===== src/rtl/mult25x18_parallel_pipe_core.sv =====
// Unsigned 25x18 multiplier with a full-precision 43-bit product.
// Operands are registered, expanded into 18 shifted partial products and
// summed through a registered binary adder tree (18 -> 9 -> 5 -> 3 -> 2 -> 1).
// A new pair is accepted every clock; the product appears on PROD_OUT after
// the fifth edge following capture. There is no enable and no valid flag.
module mult25x18_parallel_pipe_core (
  input  logic        CLK,
  input  logic        RST,
  input  logic [24:0] A_IN,
  input  logic [17:0] B_IN,
  output logic [42:0] PROD_OUT
);

  localparam int unsigned PW = 43;

  // S0 operand registers
  logic [24:0]   a_q;
  logic [17:0]   b_q;

  // Partial products formed from the S0 registers
  logic [PW-1:0] pp [18];

  // Adder tree registers; each level holds ceil(n/2) sums of the level above
  logic [PW-1:0] s1_sum [9];
  logic [PW-1:0] s2_sum [5];
  logic [PW-1:0] s3_sum [3];
  logic [PW-1:0] s4_sum [2];

  // S0: capture the operand pair
  always_ff @(posedge CLK or posedge RST) begin
    // NOTE: sequential state is written with non-blocking assignments only,
    // so every register samples the values from before the edge.
    if (RST) begin
      a_q <= '0;
      b_q <= '0;
    end else begin
      a_q <= A_IN;
      b_q <= B_IN;
    end
  end

  // Partial products: A shifted by the bit position of each set B bit
  always_comb begin
    for (int i = 0; i < 18; i++) begin
      // NOTE: every element gets a value on every path, so no latch is inferred.
      pp[i] = b_q[i] ? ({18'd0, a_q} << i) : '0;
    end
  end

  // S1: add adjacent partial-product pairs into 9 sums
  always_ff @(posedge CLK or posedge RST) begin
    if (RST) begin
      // NOTE: these arrays are pipeline state, not storage, so they are cleared
      // in full; that is what guarantees no in-flight product survives a reset.
      for (int j = 0; j < 9; j++) s1_sum[j] <= '0;
    end else begin
      for (int j = 0; j < 9; j++) s1_sum[j] <= pp[2*j] + pp[2*j+1];
    end
  end

  // S2: 9 -> 5, the ninth sum passes through
  always_ff @(posedge CLK or posedge RST) begin
    if (RST) begin
      for (int j = 0; j < 5; j++) s2_sum[j] <= '0;
    end else begin
      for (int j = 0; j < 4; j++) s2_sum[j] <= s1_sum[2*j] + s1_sum[2*j+1];
      s2_sum[4] <= s1_sum[8];
    end
  end

  // S3: 5 -> 3, the fifth sum passes through
  always_ff @(posedge CLK or posedge RST) begin
    if (RST) begin
      for (int j = 0; j < 3; j++) s3_sum[j] <= '0;
    end else begin
      s3_sum[0] <= s2_sum[0] + s2_sum[1];
      s3_sum[1] <= s2_sum[2] + s2_sum[3];
      s3_sum[2] <= s2_sum[4];
    end
  end

  // S4: 3 -> 2, the third sum passes through
  always_ff @(posedge CLK or posedge RST) begin
    if (RST) begin
      s4_sum[0] <= '0;
      s4_sum[1] <= '0;
    end else begin
      s4_sum[0] <= s3_sum[0] + s3_sum[1];
      s4_sum[1] <= s3_sum[2];
    end
  end

  // S5: final sum registered as the product. The true product never exceeds
  // 2^43 - 1, so no carry out of bit 42 can occur at any level.
  always_ff @(posedge CLK or posedge RST) begin
    if (RST) PROD_OUT <= '0;
    else     PROD_OUT <= s4_sum[0] + s4_sum[1];
  end

endmodule


===== config.mk =====
export PLATFORM = sky130hd
export DESIGN_NAME = mult25x18_parallel_pipe_core
export DESIGN_NICKNAME = d
export VERILOG_FILES = /design/src/rtl/mult25x18_parallel_pipe_core.sv
export SDC_FILE = /design/constraint.sdc
export NUM_CORES = 2
export LEC_CHECK = 0
export ABC_AREA = 1
export BUFFER_PORTS_ARGS = -buffer_cell sky130_fd_sc_hd__clkbuf_2
export CAP_MARGIN = 20
export CORE_MARGIN = 1
export CORE_UTILIZATION = 30
export DETAILED_ROUTE_END_ITERATION = 6
export PLACE_DENSITY = 0.44
export SYNTH_ARGS = -nofsm -noshare
export SYNTH_HDL_FRONTEND = slang
export SYNTH_SLANG_ARGS = --single-unit

===== constraint.sdc =====
create_clock -name CLK -period 19.9 [get_ports CLK]
set_input_delay 0 -clock CLK [delete_from_list [all_inputs] [get_ports CLK]]
set_output_delay 0 -clock CLK [all_outputs]
set_load 0.005 [all_outputs]

## Yosys cells after proc, flatten, opt, wreduce, memory -nomap -nowiden

Cells that the tools add are included.

- Register bits: 831
- Input port bits: 45
- Output and inout bits: 43
- Logic and storage cells: 57

- Add/sub/neg operators: 17
- Multiplexer cells: 18

Operators by type and width:

| cell | count |
|---|---|
| $add 43x43->43 | 4 |
| $add 41x42->43 | 1 |
| $add 39x41->42 | 1 |
| $mux 42 | 1 |
| $add 39x40->41 | 1 |
| $mux 41 | 1 |
| $mux 40 | 1 |
| $add 37x38->39 | 1 |
| $mux 39 | 1 |
| $add 35x37->38 | 1 |
| $mux 38 | 1 |
| $add 35x36->37 | 1 |
| $mux 37 | 1 |
| $mux 36 | 1 |
| $add 33x34->35 | 1 |
| $mux 35 | 1 |
| $add 31x33->34 | 1 |
| $mux 34 | 1 |
| $add 31x32->33 | 1 |
| $mux 33 | 1 |
| $mux 32 | 1 |
| $add 29x30->31 | 1 |
| $mux 31 | 1 |
| $add 27x29->30 | 1 |
| other kinds (8) | 8 |

## Logic depth before layout (Yosys ltp)

- Word-level depth: 2
- Depth in mapped cells: 16
- Gate-level depth less buffers: 14

## Worst setup path after synthesis

Ideal clock, no wire load.

- Path kind: register to register
- From: register a_q[1]
- To: register s1_sum[121] in the netlist's numbering
- Setup time: 0.117 ns
- Arrival: 2.277 ns
- Required time: 19.783 ns
- Setup slack: 17.506 ns
- Cell stages (with the launch flop): 16
- Path buffers: 2
- Period minus slack after synthesis: 2.394 ns
- Cell sequence: dfrtp_1 clkbuf_1 clkbuf_1 nand2_1 inv_1 ha_1 inv_1 fa_1 inv_1 nand3_1 nand2_1 nand3_1 nand2_1 nand3_1 nand4_1 nand2_1

- Longest elaborated chain between the ends: 2

Ends and longest elaborated chain:

| what | line | source |
|---|---|---|
| start, declared | 17 | `logic [24:0] a_q;` |
| start signal, assigned | 34 | `a_q <= '0;` |
| start signal, assigned | 37 | `a_q <= A_IN;` |
| $mux 37 or $mux 38 (tied branches) | 46 | `pp[i] = b_q[i] ? ({18'd0, a_q} << i) : '0;` |
| $add 37x38->39 * | 57 | `for (int j = 0; j < 9; j++) s1_sum[j] <= pp[2*j] + pp[2*j+1];` |
| end, declared | 24 | `logic [PW-1:0] s1_sum [9];` |

Mark *: on every way between the ends. The rest lies on a longest branch, timed or not.

==> flow_summary_export.csv <==
group,metric,value,unit
run_status,status,"completed",
sta,rsz0062_at_grt,"no",
power,p_per_area,116,mW/mm2
die,fp.coreArea,0.157,mm2
clocking,cts_resized,0,
global_routing,antenna_found_initial,14,
worst_hold_path,hold_class,"in2async",
die,die-area,0.160,mm2
synth,synth-async-reset-ratio,100,%
placement,place.port_buffers,87,
setup_path,critPathKind,"in2async",
finish,nets,7482,
clocking,cts_tree,"done",
finish,layout_commonest_cell,"nand2_1",
power,peakVddDrop,0.0687,mV
setup_path,critical-path-max-stage-delay,0.77,ns
finish,final_cell_mix,"nand2_1, inv_1, dfrtp_1, nor2_1, a21oi_1",
clocking,cts_sinks,643,
sta,fin_setup_tns,0,ns
global_routing,grt_max_degree,119,
synth,syn_avg_cell_area,6.95,um2
sta,hold_violations,0,
placement,dp_hpwl,128000,um
detailed_routing,vias,42900,
global_routing,grt_pass1_vias,41600,
finish,drive_above_1_share,5.44,%
finish,final_area,0.0539,mm2
setup_path,rr_startpoint,"b_q[8]",
detailed_routing,route.detailed.drc,0,
detailed_routing,routed_via_density,4.71,
placement,postPlaceCellArea,0.0503,mm2
setup_path,r2r_cells,13,
setup_path,critical_path.max_fanout,118,
clocking,clk_pin_slew,0.06,ns
detailed_routing,drtIter0Drc,3192,
synth,synth_cell_type_count,47,
clocking,root_buffer,"clkbuf_16",
setup_path,crit_path_frequent_cell,"buf_4",
setup_path,r2r-end,"s1_sum[205]",
clocking,clockBufferDepth,3,
global_routing,grt_overflow,0,
setup_path,cp_slowest_cell,"buf_4",
clocking,clk_latency,0.69,ns
sta,worst_pin_slew,1.04,ns
setup_path,cp-start-kind,"primary input",
global_routing,grt_pass1_wl,244000,um
setup_path,worstPathRequired,20.63,ns
placement,place_congestion,0.944,
sta,period_share,21.3,%
synth,ys.warnings.count,0,
die,die_w,400,um
die,io_pins,88,
flow_run,drv_cap,0,
sta,finalMaxSlewViolations,0,
die,start_util,30.3,%
sta,setup_viol,0,
setup_path,cp-end-kind,"async pin",
detailed_routing,first_pass_iters,7,
setup_path,reg2reg_slack,16.87,ns
setup_path,cp.arrival,4.96,ns
sta,fmax,236,MHz
power,p_leak,30.4,nW
synth,synth_nets,7313,
detailed_routing,avgRoutedWirePerCell,17.3,um
sta,finalCriticalPeriod,4.24,ns
finish,area_delta_synth_final,13.5,%
sta,fin_skew,0.0569,ns
sta,slew_headroom,30.5,%
clocking,htreeDepth,3,
synth,ys_ff_latch,643,
synth,synthCells,6830,
detailed_routing,totalWireLength,158000,um
die,fp.dieH,400,um
global_routing,grtUsageTotal,20.0,%
synth,synth-main-ff-cell,"dfrtp_1",
clocking,cts_buffers,76,
detailed_routing,postRouteAntennaNets,0,
synth,syn_area,0.0475,mm2
synth,seq_area_frac_synth,33.9,%
setup_path,path_cells,"dlygate4sd3_1, clkbuf_2, inv_8, buf_4, buf_4, buf_4, buf_4, buf_4",
synth,synth_edf_count,0,
die,rows,145,
## area by class of cell
type                            instances  area [um2]
Inverter                             1159        4360
Clock inverter                         41         596
Sequential cell                       643       16100
Timing Repair Buffer                  196        1460
Fill cell                           16800      103000
Antenna cell                            1        2.50
Tap cell                             2058        2570
Multi-Input combinational cell       4923       26600
Clock buffer                           99        2160
## state kept, by name, summed over array words and instances (netlist names)
register / flops
s3_sum: 97
s1_sum: 243
s2_sum: 147
b_q: 18
s4_sum: 70
PROD_OUT: 43
a_q: 25
## where the power goes
group | leakage (nW) | internal [mW] | switching (mW)
registers | 7.78 | 1.66 | 0.240
clock network | 1.34 | 0.885 | 0.603
logic | 21.3 | 0.915 | 1.92
total | 30.4 | 3.46 | 2.76
## cell usage after synthesis, types with 4 or more instances
master	instances	area share, %
clkbuf_1	92	0.73
nor2_1	578	4.6
o21ai_2	11	0.20
o21a_1	35	0.55
nand3b_1	10	0.16
or2_0	5	0.066
xnor2_1	73	1.3
nor2_2	25	0.33
a21boi_0	9	0.14
nor3_2	13	0.27
nor4_1	5	0.066
o21ai_0	256	2.7
o21bai_1	37	0.59
a21oi_1	495	5.2
ha_1	421	11
nand2_2	35	0.46
xor2_1	178	3.3
nand3_1	325	3.4
inv_1	1159	9.2
nand4_1	158	2.1
nand2_1	2046	16
o21ai_1	18	0.19
a31oi_1	6	0.079
dfrtp_1	643	34
fa_1	17	0.72
a21o_1	19	0.30
nor3_1	90	0.95
nand3_2	12	0.25
and2_1	4	0.053
buf_1	10	0.079
a21oi_2	15	0.28
## per-stage QoR
step	power, mW	worst slack, ns	hold slack (ns)	utilization, %	cells
floorplan	3.75	1.89	0.0314	-	6830
global placement	4.75	15.25	0.109	32.1	8896
detailed placement	4.74	15.19	0.110	32.1	8896
CTS	6.29	15.35	0.0369	34.4	9119
global route	6.73	14.81	0.0626	34.4	9119
finish	6.22	15.66	0.0140	34.4	9120
## logic make-up after synthesis
kind of cell | share of synthesized area (%)
AOI/OAI and AO/OA | 10.5
xor gates and xnor gates | 4.63
adders and majority gates | 11.8
buffers and inverters | 10.0
DFF | 33.9
and+or+nand+nor | 29.1
## worst max-delay path: cells and delay by family
kind                   cells  cell delay, ns
buffers and inverters      8            4.79
## per-layer routing
metal	share of wire [%]	wire [um]	GRT usage, %	up-vias
li1	-	-	-	22000
met1	48	75400	27.9	19800
met2	44	69800	31.7	965
met5	0.0070	11	0	-
met3	5.5	8760	3.22	177
met4	2.6	4090	5.43	2
## worst max-delay path by stage
stage                     start           to  slack [ns]  cells past startpoint
final                       RST   s1_sum[64]       15.66                      8
after global routing        RST   s2_sum[71]       14.81                      8
after CTS                   RST   s1_sum[66]       15.35                      8
after detailed placement    RST   s1_sum[66]       15.19                      7
after global placement      RST  s2_sum[116]       15.25                      7
after floorplan             RST  PROD_OUT[0]        1.89                      1
## what timing repair did
| item | CTS | global route |
|---|---|---|
| endpoints found under the setup margin | 0 | 0 |
| setup buffers | 0 | 0 |
| endpoints found under the hold margin | 159 | 0 |
| hold buffers | 83 | 0 |
Power figures use the tool's default switching activity.
